[src/rtl/uart_rx_ctrl.sv]
// uart_rx_ctrl: bus-facing controller for the UART receiver.
// Holds the receiver configuration and applies it only between frames.
// Buffers received bytes in a FIFO and keeps sticky error/overrun flags.
// Raises a registered level interrupt.
module uart_rx_ctrl #(
  parameter int FIFO_AW = 3
) (
  input  logic        Clock,
  input  logic        Reset,
  input  logic        Sel,
  input  logic        Wr,
  input  logic [1:0]  Addr,
  input  logic [31:0] WrData,
  output logic [31:0] RdData,
  output logic        Irq,
  output logic [2:0]  DataLenLimit,
  output logic        StopLenLimit,
  output logic        ParityEn,
  output logic        ParityPolarity,
  output logic [13:0] BaudLimit,
  output logic        Enable,
  input  logic        RxReady,
  input  logic [7:0]  RxData,
  input  logic        RxParityErr,
  input  logic        RxFrameErr,
  input  logic        RxBusy
);

  localparam int Depth = 1 << FIFO_AW;
  localparam logic [FIFO_AW:0] DepthCnt = {1'b1, {FIFO_AW{1'b0}}};
  localparam logic [FIFO_AW:0] OneCnt   = {{FIFO_AW{1'b0}}, 1'b1};
  // BaudLimit 1562, Data8=1, everything else off
  localparam logic [19:0] CtrlResetVal = 20'h0461A;

  logic [19:0]        ctrlShadow;
  logic               cfgPending;
  logic [7:0]         fifoMem [Depth];
  logic [FIFO_AW-1:0] wrPtr;
  logic [FIFO_AW-1:0] rdPtr;
  logic [FIFO_AW:0]   count;
  logic [FIFO_AW:0]   thresh;
  logic               ovrFlag;
  logic               parFlag;
  logic               frmFlag;

  logic fifoEmpty, fifoFull;
  logic ctrlWr, statWr, threshWr, dataRd;
  logic flush, pop, push, dropByte, applyCfg;
  logic unusedWrData;

  assign fifoEmpty = (count == '0);
  assign fifoFull  = (count == DepthCnt);

  assign ctrlWr   = Sel & Wr & (Addr == 2'd0);
  assign statWr   = Sel & Wr & (Addr == 2'd1);
  assign threshWr = Sel & Wr & (Addr == 2'd3);
  assign dataRd   = Sel & ~Wr & (Addr == 2'd2);

  // Flush beats a same-cycle push: the byte is discarded and not counted as overrun.
  assign flush    = statWr & WrData[31];
  assign pop      = dataRd & ~fifoEmpty;
  assign push     = RxReady & (~fifoFull | pop) & ~flush;
  assign dropByte = RxReady & fifoFull & ~pop & ~flush;
  assign applyCfg = cfgPending & ~RxBusy;

  // Enable and IrqEn act straight from the shadow, independent of frame state.
  assign Enable = ctrlShadow[18];

  assign unusedWrData = &{1'b0, WrData[30:20]};

  // Shadow configuration register and its pending-apply flag
  always_ff @(posedge Clock or negedge Reset) begin
    if (!Reset) begin
      ctrlShadow <= CtrlResetVal;
      cfgPending <= 1'b0;
    end else begin
      if (ctrlWr) ctrlShadow <= WrData[19:0];
      // a write colliding with an apply keeps pending so the new value lands next idle cycle
      cfgPending <= ctrlWr | (cfgPending & ~applyCfg);
    end
  end

  // Applied receiver configuration, frozen while a frame is in progress
  always_ff @(posedge Clock or negedge Reset) begin
    if (!Reset) begin
      BaudLimit      <= CtrlResetVal[13:0];
      DataLenLimit   <= 3'd7;
      StopLenLimit   <= 1'b0;
      ParityEn       <= 1'b0;
      ParityPolarity <= 1'b0;
    end else if (applyCfg) begin
      BaudLimit      <= ctrlShadow[13:0];
      DataLenLimit   <= ctrlShadow[14] ? 3'd7 : 3'd6;
      StopLenLimit   <= ctrlShadow[15];
      ParityEn       <= ctrlShadow[16];
      ParityPolarity <= ctrlShadow[17];
    end
  end

  // FIFO pointers and occupancy count
  always_ff @(posedge Clock or negedge Reset) begin
    if (!Reset) begin
      wrPtr <= '0;
      rdPtr <= '0;
      count <= '0;
    end else if (flush) begin
      wrPtr <= '0;
      rdPtr <= '0;
      count <= '0;
    end else begin
      if (push) wrPtr <= wrPtr + 1'b1;
      if (pop)  rdPtr <= rdPtr + 1'b1;
      case ({push, pop})
        2'b10:   count <= count + OneCnt;
        2'b01:   count <= count - OneCnt;
        default: count <= count;
      endcase
    end
  end

  // FIFO byte storage
  always_ff @(posedge Clock) begin
    if (push) fifoMem[wrPtr] <= RxData;
  end

  // Sticky flags; a new event in the same cycle as a clear keeps the flag set
  always_ff @(posedge Clock or negedge Reset) begin
    if (!Reset) begin
      ovrFlag <= 1'b0;
      parFlag <= 1'b0;
      frmFlag <= 1'b0;
    end else begin
      ovrFlag <= dropByte    | (ovrFlag & ~(statWr & WrData[10]));
      parFlag <= RxParityErr | (parFlag & ~(statWr & WrData[11]));
      frmFlag <= RxFrameErr  | (frmFlag & ~(statWr & WrData[12]));
    end
  end

  // Interrupt threshold; zero is meaningless so it is stored as one
  always_ff @(posedge Clock or negedge Reset) begin
    if (!Reset) begin
      thresh <= OneCnt;
    end else if (threshWr) begin
      thresh <= (WrData[FIFO_AW:0] == '0) ? OneCnt : WrData[FIFO_AW:0];
    end
  end

  // Registered level interrupt
  always_ff @(posedge Clock or negedge Reset) begin
    if (!Reset) begin
      Irq <= 1'b0;
    end else begin
      Irq <= ctrlShadow[19] & ((count >= thresh) | ovrFlag | parFlag | frmFlag);
    end
  end

  // Read mux, combinational from Addr
  always_comb begin
    RdData = '0;
    case (Addr)
      2'd0: RdData[19:0] = ctrlShadow;
      2'd1: begin
        RdData[FIFO_AW:0] = count;
        RdData[8]         = fifoEmpty;
        RdData[9]         = fifoFull;
        RdData[10]        = ovrFlag;
        RdData[11]        = parFlag;
        RdData[12]        = frmFlag;
        RdData[13]        = cfgPending;
        RdData[14]        = RxBusy;
      end
      2'd2: begin
        if (!fifoEmpty) RdData[8:0] = {1'b1, fifoMem[rdPtr]};
      end
      default: RdData[FIFO_AW:0] = thresh;
    endcase
  end

endmodule

[config.mk]
export PLATFORM = sky130hd
export DESIGN_NAME = uart_rx_ctrl
export DESIGN_NICKNAME = d
export VERILOG_FILES = /design/src/rtl/uart_rx_ctrl.sv
export SDC_FILE = /design/constraint.sdc
export NUM_CORES = 1
export LEC_CHECK = 0
export ABC_AREA = 1
export CAP_MARGIN = 10
export CORE_MARGIN = 2
export CORE_UTILIZATION = 56
export CTS_CLUSTER_DIAMETER = 100
export CTS_CLUSTER_SIZE = 25
export DETAILED_ROUTE_END_ITERATION = 10
export PLACE_DENSITY = 0.84
export SYNTH_ARGS = -nofsm -noshare
export SYNTH_HDL_FRONTEND = slang
export SYNTH_SLANG_ARGS = --single-unit
[constraint.sdc]
create_clock -name Clock -period 5.9 [get_ports Clock]
set_clock_uncertainty 0.1 [all_clocks]
set_input_delay 0.885 -clock Clock [delete_from_list [all_inputs] [get_ports Clock]]
set_output_delay 0.885 -clock Clock [all_outputs]
set_load 0.02 [all_outputs]
* After elaboration in Yosys (flattened, before gate mapping)
Memories as Yosys holds them, arrays and structs flattened. Cells that the tools add are included.
Word-level totals: bits in registers 59, latch bits 0, bits in writable memories 64, bits in read-only memories 0, input port bits 50, logic and storage cells 89, memories 1
Memories:
- fifoMem | words 8, bits a word 8, read ports 1, clocked after memory_dff 0, write ports 1, RTL line 37 | logic [7:0] fifoMem [Depth];
Cells by class: add/sub/neg operators 4, multiply operators 0, div/mod/pow operators 0, magnitude comparators 1, equality and inequality tests 6, shift-type cells 0, multiplexer cells 16, bitwise logic cells 40, reductions and logical operators 6
Operator list (count):
- $and 1x1->1 | 22
- $pmux 4 s2 | 2
- $mux 3 | 4
- $pmux 4 s3 | 1
- $pmux 6 s2 | 1
- $not 1->1 | 10
- $mux 9 | 1
- $logic_not 4->1 | 2
- $mux 4 | 2
- $or 1x1->1 | 8
- $add 3x1->3 const B | 2
- $eq 2x2->1 const B | 3
- $mux 5 | 1
- $add 4x1->4 const B | 1
- $eq 2x1->1 const B | 2
- $eq 4x4->1 const B | 1
- $ge 4x4->1 | 1
- $reduce_bool 2->1 | 2
- $sub 4x1->4 const B | 1
- $mux 1 | 3
- $pmux 1 s3 | 1
- $reduce_bool 3->1 | 1
- $logic_not 2->1 | 1

* Depth between registers and ports, before layout
depth after elaboration 10, mapped depth 14

* Least setup slack after synthesis
Ideal clock, no wire load.
path type in2out, start point input Addr[1], end point output RdData[4], arrival time 1.954 ns, data required time 4.915 ns, setup slack 2.961 ns, cell stages on the path 4, cell sequence nor2_1 -> clkinv_1 -> clkbuf_1 -> o21ai_0
On the way: cells in the longest elaborated chain, start to end 2, elaborated cells on any way between the ends 3
Ends and longest elaborated chain:
- start, declared | RTL line 12 | input logic [1:0] Addr,
- $eq 2x2->1 / $logic_not 2->1 (equally long branches) | RTL line 160 | case (Addr)
- $pmux 4 s2 (*) | RTL line 160
- end, declared | RTL line 14 | output logic [31:0] RdData,
Every way passes the cells marked *; elsewhere a longest branch is shown, timed or not.

* Final worst setup path
start point input Addr[0], end point output RdData[0]
On the way: cells in the longest elaborated chain, start to end 2, elaborated cells on any way between the ends 4
Ends and longest elaborated chain (RTL line):
- $eq 2x2->1, or another cell as far along | 160
- $pmux 4 s3 (*) | 160
Marks and branches as above.

==> flow_summary.yaml <==
placed_design:
  place_congestion: 0.896
  portBuffers: 78
  hpwl_um: 8290
  place_area_sq_um: 6190
  dpl.cell_count: 712
  pre_cts_ws_ns: 1.62
clocking:
  numCtsBuffers: 17
  cts_tree: "built"
  clk-insertion-delay-late_ns: 0.51
  cts_hold_buf: 0
  htreeDepth: 4
  cts-root-buf: "clkbuf_8"
  post_cts_resized: 0
  clock_sinks: 121
  clkTransAtPathRegs_ns: 0.05
  clk_path_buf_depth: 2
  postCtsSetupBuffers: 0
setup_path:
  startpoint_type: "input port"
  rr_startpoint: "count[0]$_DFFE_PN0P_"
  reg2reg_to: "fifoMem[6][3]$_DFFE_PP_"
  r2r_slack_ns: 3.59
  worstSetupPathType: "input port to output port"
  reg2reg_depth: 8
  crit_fanout: 19
  arrival_ns: 3.30
  required_ns: 4.91
  cp-end-kind: "output port"
floorplanning:
  die_x_um: 102
  pin_count: 104
  core_sq_um: 9280
  rows: 35
  die-area_sq_um: 10400
  start_util_pct: 57.7
  die_height_um: 102
flow_run:
  max_cap_viol_count: 0
synthesis:
  synth.area.top_cells: "edfxtp_1 (36%), dfrtp_1 (21%), o21ai_0 (6.7%)"
  synthArstFlopShare_pct: 47.1
  synth_top_cell_by_area: "edfxtp_1"
  ys_warn_count: 0
  yosysMostFrequentCell: "nand2_1"
  synth_edf_count: 64
  yosys_register_bits: 121
  synth_top_cell_area_share_pct: 35.9
  synth_cell_types: 38
  synth_cells: 523
  synth.avg_cell_area_sq_um: 10.2
  synth-main-ff-cell: "edfxtp_1"
  ys_seq_area_share_pct: 62.8
  synth_common_cells: "nand2_1 (77), o21ai_0 (72), nor2_1 (66)"
  syn_area_sq_um: 5360
route:
  drt-total-wl_um: 12900
  num_vias: 4167
  ant_nets: 0
  drtPass1Iterations: 4
  drc: 0
  post_drt_via_cell_ratio: 5.61
  dr.first_iter.drc_count: 287
  wl_per_cell_um: 17.4
global_routing:
  grt_pass1_wl_um: 20400
  grt_pass1_vias: 4146
  grtUsageTotal_pct: 26.5
  grt-ovfl-total: 0
  grt_max_degree: 58
  antenna_found_initial: 0
pwr:
  vdd_drop_max_mv: 0.266
  power_mw: 3.08
  leakagePower_nw: 2.81
  power_density_nw_per_um2: 456
timing:
  slew_headroom_pct: 29.1
  worstMarginPinSlew_ns: 1.06
  fin_crit_sh_pct: 72.7
  setup-tns-final_ns: 0
  fmax_ghz: 0.233
  finalSetupViolations: 0
  layout_min_cycle_time_ns: 4.29
  finalWorstSetupSlack_ns: 1.61
  hold_violations: 0
  slew_violations: 0
  hold_ws_ns: 0.392
  rsz0062_at_grt: "no"
layout:
  final_cells: 743
  drive_above_1_share_pct: 9.93
  fin_nets: 660
  syn2layout_area_growth_pct: 26.1
  antenna_cells: 0
  fillers: 607
  final_area_sq_um: 6760
  finalCoreUtilization_pct: 72.8
worst_hold_path:
  whs_path_depth: 2
  min_from: "BaudLimit[7]$_DFFE_PN0P_"
  holdPathEnd: "BaudLimit[7]$_DFFE_PN0P_"
  min_path_type: "flop to flop"
outcome:
  status: "complete, no violations"
report_power, final:
group / leakage (nW) / switching, mW / internal [mW] / total [mW]
combinational: 1.30 / 0.546 / 0.340 / 0.886
clock: 0.274 / 0.359 / 0.637 / 0.995
sequential: 1.23 / 0.124 / 1.08 / 1.20
routing by layer:
| metal | up-vias | track usage [%] | wire length [um] |
|---|---|---|---|
| met5 | - | 0 | 0 |
| met4 | 0 | 10.4 | 250 |
| met3 | 20 | 6.22 | 940 |
| met2 | 209 | 47.0 | 6850 |
| met1 | 2035 | 31.5 | 4890 |
| li1 | 1903 | - | - |
state kept, by name, summed over array words and instances (netlist names):
| register | flops |
|---|---|
| parFlag | 1 |
| wrPtr | 3 |
| count | 4 |
| DataLenLimit | 1 |
| ParityPolarity | 1 |
| Irq | 1 |
| frmFlag | 1 |
| thresh | 4 |
| ctrlShadow | 20 |
| cfgPending | 1 |
| ovrFlag | 1 |
| rdPtr | 3 |
| ParityEn | 1 |
| BaudLimit | 14 |
| StopLenLimit | 1 |
| fifoMem | 64 |
worst max path at each step:
stage                endpoint     from  slack [ns]
floorplan           RdData[4]  Addr[1]        2.96
global placement    RdData[0]  Addr[0]        1.67
detailed placement  RdData[0]  Addr[0]        1.62
CTS                 RdData[0]  Addr[0]        1.64
global route        RdData[0]  Addr[0]        1.43
finish              RdData[0]  Addr[0]        1.61
cell usage in the layout, fill, tap and decap left out, types with 4 or more instances in the layout:
master and n:
ha_1 8, clkdlybuf4s50_1 77, o21ai_0 72, clkbuf_16 16, nand3_1 12, edfxtp_1 64
o221ai_1 8, a21oi_1 19, dfrtp_1 44, nand2_1 77, nor2_1 66, conb_1 14
mux2i_1 8, inv_1 55, o211ai_1 8, buf_4 4, dfstp_2 13, inv_2 4
clkinv_2 4
logic make-up after synthesis:
group | after synthesis | share of synthesized area, %
compound gates | 119 | 12.6
xor+xnor | 1 | 0.163
fa+ha+maj | 8 | 1.87
buf+inv | 95 | 7.73
flops | 121 | 62.8
mux | 9 | 1.70
other cells | 2 | 0.140
simple gates | 168 | 13.1
area by class of cell:
class                           instances  area [sq um]  share of cell area, %
Sequential cell                       121          3360                   49.8
Multi-Input combinational cell        319          1630                   24.1
Timing Repair Buffer                   82           806                   11.9
Clock buffer                           18           418                   6.18
Inverter                               61           229                   3.39
Tap cell                              129           161                   2.39
Clock inverter                         13           154                   2.28
critical path: stages:
cell and delay [ns]:
clkdlybuf4s50_1 0.54, nor2_1 0.23, clkinv_1 0.52, o2111ai_1 0.46
clkdlybuf4s50_1 0.66
No activity file was read; power rests on OpenSTA's default activity.
